### src/rtl/button_event_gen.sv
// Per-button press/release/long/repeat detection for two debounced buttons.
// Events go through one pending slot per button into a valid/ready output register.
module button_event_gen #(
    parameter int CNT_W         = 16,
    parameter int LONG_PRESS    = 1000,
    parameter int REPEAT_PERIOD = 250
) (
    input  logic       clk,
    input  logic       reset,
    input  logic [1:0] button_db,
    output logic [1:0] press_pulse,
    output logic [1:0] release_pulse,
    output logic [1:0] long_pulse,
    output logic [1:0] repeat_pulse,
    output logic [1:0] held,
    output logic       evt_valid,
    input  logic       evt_ready,
    output logic [2:0] evt_code,
    output logic       evt_overflow
);

    // Handshake: evt_code is transferred on a rising edge where evt_valid & evt_ready;
    // while evt_valid & !evt_ready, evt_valid and evt_code hold their values.

    typedef enum logic [1:0] {
        IDLE  = 2'd0,
        SHORT = 2'd1,
        LONG  = 2'd2
    } state_e;

    localparam logic [CNT_W-1:0] LONG_LAST = CNT_W'(LONG_PRESS - 1);
    localparam logic [CNT_W-1:0] REP_LAST  = CNT_W'(REPEAT_PERIOD - 1);
    localparam logic [1:0] EV_PRESS   = 2'd0;
    localparam logic [1:0] EV_RELEASE = 2'd1;
    localparam logic [1:0] EV_LONG    = 2'd2;
    localparam logic [1:0] EV_REPEAT  = 2'd3;

    state_e           state_q [2];
    state_e           state_d [2];
    logic [CNT_W-1:0] cnt_q [2];
    logic [CNT_W-1:0] cnt_d [2];
    logic [1:0]       ev_fire;
    logic [1:0][1:0]  ev_type;

    logic [1:0] press_q, release_q, long_q, repeat_q;

    logic            out_free;
    logic [1:0]      drain;
    logic [1:0]      drop;
    logic [1:0]      pend_valid_q, pend_valid_d;
    logic [1:0][1:0] pend_type_q, pend_type_d;
    logic            out_valid_q, out_valid_d;
    logic [2:0]      out_code_q, out_code_d;
    logic            ovf_q, ovf_d;

    // Button FSMs: release is checked first so it wins over long/repeat.
    always_comb begin
        for (int b = 0; b < 2; b++) begin
            state_d[b] = state_q[b];
            cnt_d[b]   = cnt_q[b];
            ev_fire[b] = 1'b0;
            ev_type[b] = EV_PRESS;
            case (state_q[b])
                IDLE: begin
                    if (button_db[b]) begin
                        state_d[b] = SHORT;
                        cnt_d[b]   = '0;
                        ev_fire[b] = 1'b1;
                        ev_type[b] = EV_PRESS;
                    end
                end
                SHORT: begin
                    if (!button_db[b]) begin
                        state_d[b] = IDLE;
                        ev_fire[b] = 1'b1;
                        ev_type[b] = EV_RELEASE;
                    end else if (cnt_q[b] == LONG_LAST) begin
                        state_d[b] = LONG;
                        cnt_d[b]   = '0;
                        ev_fire[b] = 1'b1;
                        ev_type[b] = EV_LONG;
                    end else begin
                        cnt_d[b] = cnt_q[b] + 1'b1;
                    end
                end
                LONG: begin
                    if (!button_db[b]) begin
                        state_d[b] = IDLE;
                        ev_fire[b] = 1'b1;
                        ev_type[b] = EV_RELEASE;
                    end else if (cnt_q[b] == REP_LAST) begin
                        cnt_d[b]   = '0;
                        ev_fire[b] = 1'b1;
                        ev_type[b] = EV_REPEAT;
                    end else begin
                        cnt_d[b] = cnt_q[b] + 1'b1;
                    end
                end
                default: state_d[b] = IDLE;
            endcase
        end
    end

    // Output register refills from pending slots; button 0 wins, drain happens before refill.
    always_comb begin
        out_free    = !out_valid_q || evt_ready;
        drain[0]    = out_free && pend_valid_q[0];
        drain[1]    = out_free && pend_valid_q[1] && !pend_valid_q[0];
        out_valid_d = out_valid_q;
        out_code_d  = out_code_q;
        if (out_free) begin
            out_valid_d = |pend_valid_q;
            if (pend_valid_q[0]) begin
                out_code_d = {1'b0, pend_type_q[0]};
            end else if (pend_valid_q[1]) begin
                out_code_d = {1'b1, pend_type_q[1]};
            end
        end
        for (int b = 0; b < 2; b++) begin
            pend_valid_d[b] = pend_valid_q[b] && !drain[b];
            pend_type_d[b]  = pend_type_q[b];
            drop[b]         = 1'b0;
            if (ev_fire[b]) begin
                if (pend_valid_d[b]) begin
                    drop[b] = 1'b1;
                end else begin
                    pend_valid_d[b] = 1'b1;
                    pend_type_d[b]  = ev_type[b];
                end
            end
        end
        ovf_d = ovf_q || (|drop);
    end

    always_ff @(posedge clk) begin
        if (reset) begin
            for (int b = 0; b < 2; b++) begin
                state_q[b] <= IDLE;
                cnt_q[b]   <= '0;
            end
            press_q      <= '0;
            release_q    <= '0;
            long_q       <= '0;
            repeat_q     <= '0;
            pend_valid_q <= '0;
            pend_type_q  <= '0;
            out_valid_q  <= 1'b0;
            out_code_q   <= '0;
            ovf_q        <= 1'b0;
        end else begin
            for (int b = 0; b < 2; b++) begin
                state_q[b]   <= state_d[b];
                cnt_q[b]     <= cnt_d[b];
                press_q[b]   <= ev_fire[b] && (ev_type[b] == EV_PRESS);
                release_q[b] <= ev_fire[b] && (ev_type[b] == EV_RELEASE);
                long_q[b]    <= ev_fire[b] && (ev_type[b] == EV_LONG);
                repeat_q[b]  <= ev_fire[b] && (ev_type[b] == EV_REPEAT);
            end
            pend_valid_q <= pend_valid_d;
            pend_type_q  <= pend_type_d;
            out_valid_q  <= out_valid_d;
            out_code_q   <= out_code_d;
            ovf_q        <= ovf_d;
        end
    end

    always_comb begin
        for (int b = 0; b < 2; b++) begin
            held[b] = (state_q[b] != IDLE);
        end
    end

    assign press_pulse   = press_q;
    assign release_pulse = release_q;
    assign long_pulse    = long_q;
    assign repeat_pulse  = repeat_q;
    assign evt_valid     = out_valid_q;
    assign evt_code      = out_code_q;
    assign evt_overflow  = ovf_q;

endmodule

### config.mk
export PLATFORM = sky130hd
export DESIGN_NAME = button_event_gen
export DESIGN_NICKNAME = d
export VERILOG_FILES = /design/src/rtl/button_event_gen.sv
export SDC_FILE = /design/constraint.sdc
export NUM_CORES = 1
export LEC_CHECK = 0
export CORE_MARGIN = 5
export CORE_UTILIZATION = 35
export CTS_CLUSTER_SIZE = 28
export DETAILED_ROUTE_END_ITERATION = 10
export SLEW_MARGIN = 20
export SYNTH_ARGS = -nofsm -noshare
export SYNTH_HDL_FRONTEND = slang
export SYNTH_SLANG_ARGS = --single-unit
### constraint.sdc
create_clock -name clk -period 3 [get_ports clk]
set_input_delay 0.3 -clock clk [delete_from_list [all_inputs] [get_ports clk]]
set_output_delay 0.3 -clock clk [all_outputs]
set_load 0.01 [all_outputs]
==> out/metrics.cfg <==
[status]
status=complete, no violations

[placed_design]
place_hpwl_mm=4.187
post-place-ws_ps=555.1
place.gp.congestion=0.7719
dp.cells=436
io_buffers=19

[power_and_ir_drop]
pwr-share-seq=0.538
power_per_cell_area_nw_per_um2=438.4
pwr-share-clk=0.318
netSwitchingFraction=0.2649
p_int_w=0.001055
p_switching_w=0.0003799
combinationalPowerShare=0.144
peakVddDrop_v=0.0002071
p_leak_nw=1.058

[die]
coreArea_sq_um=8134
die_area_sq_um=10220
die_y_microns=101.1
rows=33
initial_core_util=0.3572
io_pins=20
die_x_microns=101.1

[synthesis]
yosysWarnings=0
ys_top_cells_by_count=55 x dfxtp_1, 49 x nor2_1, 18 x nand2_1, 18 x xnor2_1, 17 x inv_1
synth_edf_count=0
syn-num-nets=336
synth_most_common_cell=dfxtp_1
synthCells=319
synth.top_cell.area_share=0.3790
async_reset_ff_frac=0
synth-seq-area-share=0.3790
synth_flop_cell=dfxtp_1
yosysTopAreaCell=dfxtp_1
ys_ff_latch=55
synth_area_per_cell_sq_um=9.107
synthTopCellsByArea=dfxtp_1 38%, nor2_1 6.3%, xnor2_1 5.4%
synth_cell_types=69
syn_area_sq_um=2905

[critical_path]
rrSetupSlack_ps=540
worstSetupEndpointType=flop
cp_max_fo=5
cp-start-kind=flop
crit_type=flop to flop
required_ps=3210
cp_data_arrival_time_ps=2670

[cells_and_area]
diodes=0
final_net_count=355
synthToLayoutAreaGrowth_pct=12.62
final_cells=444
drive_above_1_share=0.08555

[drt]
drtAntennaViolNets=0
wirelength_mm=5.686
drt-pass1-iter-count=4
drt_iter0_drc=31
vias=2255
wl_per_cell_microns=12.81
drc=0
vias_per_cell=5.079

[sta]
fin_crit_ps=2462
worstMarginPinSlew_ps=672.5
fin_tns_setup_ps=0
max_slew_margin=0.5460
slew_violations=0
hold_viol=0
clock_skew_ps=6.709
worst_slack_ps=538.2
clock.fmax_mhz=406.2
setup_viol=0
rsz0062_at_grt=false
period_share=0.8206

[clocking]
cts_root_buf=clkbuf_8
post_cts.repair.setup_buffers=0
cts_made_buffers=5
cts_buffer_depth=2
worstSkewPairLatency_ps=310
clock_sinks=55
cts_hold_buf=0
cts_tree=done
cts_resized=0
cts.clk_slew.worst_paths_ps=100
ctsHtreeMaxLevel=2

[global_route]
grt_max_degree=17
antenna_found_initial=0
globalRouteTotalUtil=0.1184
grt_pass1_vias=2231
grt_overflow=0
grt_pass1_wl_mm=10.07

[job]
drv_cap=0

[hold_path]
hp-class=flop to flop

[path summary, 6_finish.rpt]
path / from / to / cells after the start
worst min register to register: pend_type_q[3]$_SDFFE_PP0P_ / pend_type_q[3]$_SDFFE_PP0P_ / 2
worst max-delay path: cnt_q[0][0]$_SDFFE_PP0P_ / pend_type_q[1]$_SDFFE_PP0P_ / 6
worst max register to register: cnt_q[0][0]$_SDFFE_PP0P_ / pend_type_q[1]$_SDFFE_PP0P_ / 6
worst min-delay path: pend_type_q[3]$_SDFFE_PP0P_ / pend_type_q[3]$_SDFFE_PP0P_ / 2
[routing by layer]
| metal | vias up | track usage | share of wire | wire (microns) |
|---|---|---|---|---|
| met5 | - | 0 | 0 | 0 |
| met3 | 6 | 0.02561 | 0.026 | 150 |
| met4 | 0 | 0.03885 | 0.0097 | 55 |
| met2 | 21 | 0.1911 | 0.45 | 2587 |
| met1 | 1057 | 0.1573 | 0.51 | 2893 |
| li1 | 1171 | - | - | - |
[power by group through the flow]
stage	clock [W]	combinational [W]	sequential (W)
global placement	0	0.000206	0.000788
finish	0.000456	0.000206	0.000772
global route	0.000505	0.000229	0.000776
floorplan	0	0.000146	0.000786
detailed placement	0	0.000206	0.000789
CTS	0.000475	0.000208	0.000772
[sequential cells by signal, indices dropped and copies added, names as in the netlist]
register,count
cnt_q,32
repeat_pulse,2
press_pulse,2
state_q,4
evt_code,3
release_pulse,2
pend_type_q,4
pend_valid_q,2
long_pulse,2
evt_overflow,1
evt_valid,1
[through the flow]
stage | hold slack, ps | cell area, sq um | util | power, W
global placement | 467.0 | 3168 | 0.3895 | 0.0009932
floorplan | 447.4 | 2905 | - | 0.0009329
global route | 517.9 | 3272 | 0.4022 | 0.001509
CTS | 487.8 | 3272 | 0.4022 | 0.001455
finish | 488.4 | 3272 | 0.4022 | 0.001434
detailed placement | 463.7 | 3168 | 0.3895 | 0.0009946
[logic make-up after synthesis]
| group | after synthesis | synth area share |
|---|---|---|
| AOI/OAI and AO/OA | 51 | 0.1391 |
| xor gates and xnor gates | 28 | 0.08441 |
| buffers and inverters | 26 | 0.04737 |
| adders and majority gates | 12 | 0.05168 |
| and+or+nand+nor | 141 | 0.2761 |
| DFF | 55 | 0.3790 |
| muxes | 6 | 0.02239 |
[critical path, stage by stage, from the launching register on]
cell and delay [ps]:
dfxtp_1 430, ha_1 210, or4bb_2 680, nor4_4 220, a22oi_2 150, a221oi_4 350, mux2_4 320
[layout make-up]
class | count | area (sq um)
repair buffers | 21 | 205.2
clock buffers | 7 | 96.34
inverters | 17 | 63.81
flip-flops and latches | 55 | 1101
clock inverters | 1 | 7.507
fillers | 822 | 4862
well taps | 105 | 131.4
multi-input cells | 238 | 1667
[cells in the final DEF, fill, tap and decap left out, types with 2 or more instances in the layout]
cell and n:
o21ai_0 6, clkdlybuf4s50_1 19, nand2_1 18, or3_1 3, nor4bb_1 3, a41oi_1 2, dfxtp_1 55, nand2b_1 5
nand3_1 9, nor3_1 12, nor2b_1 2, a211oi_1 5, nand3b_1 4, a21o_1 3, nor2_1 49, o21a_1 2
buf_4 2, nor4_4 2, o2111ai_1 2, nor4_1 4, a31oi_1 2, mux2i_1 5, xnor2_1 18, xor2_1 10
ha_1 12, nor3b_1 2, clkbuf_8 7, nand4_1 6, and4_1 2, a21oi_1 10, and3_1 4, inv_1 17
Note: power is estimated with default switching activity, not from simulation.
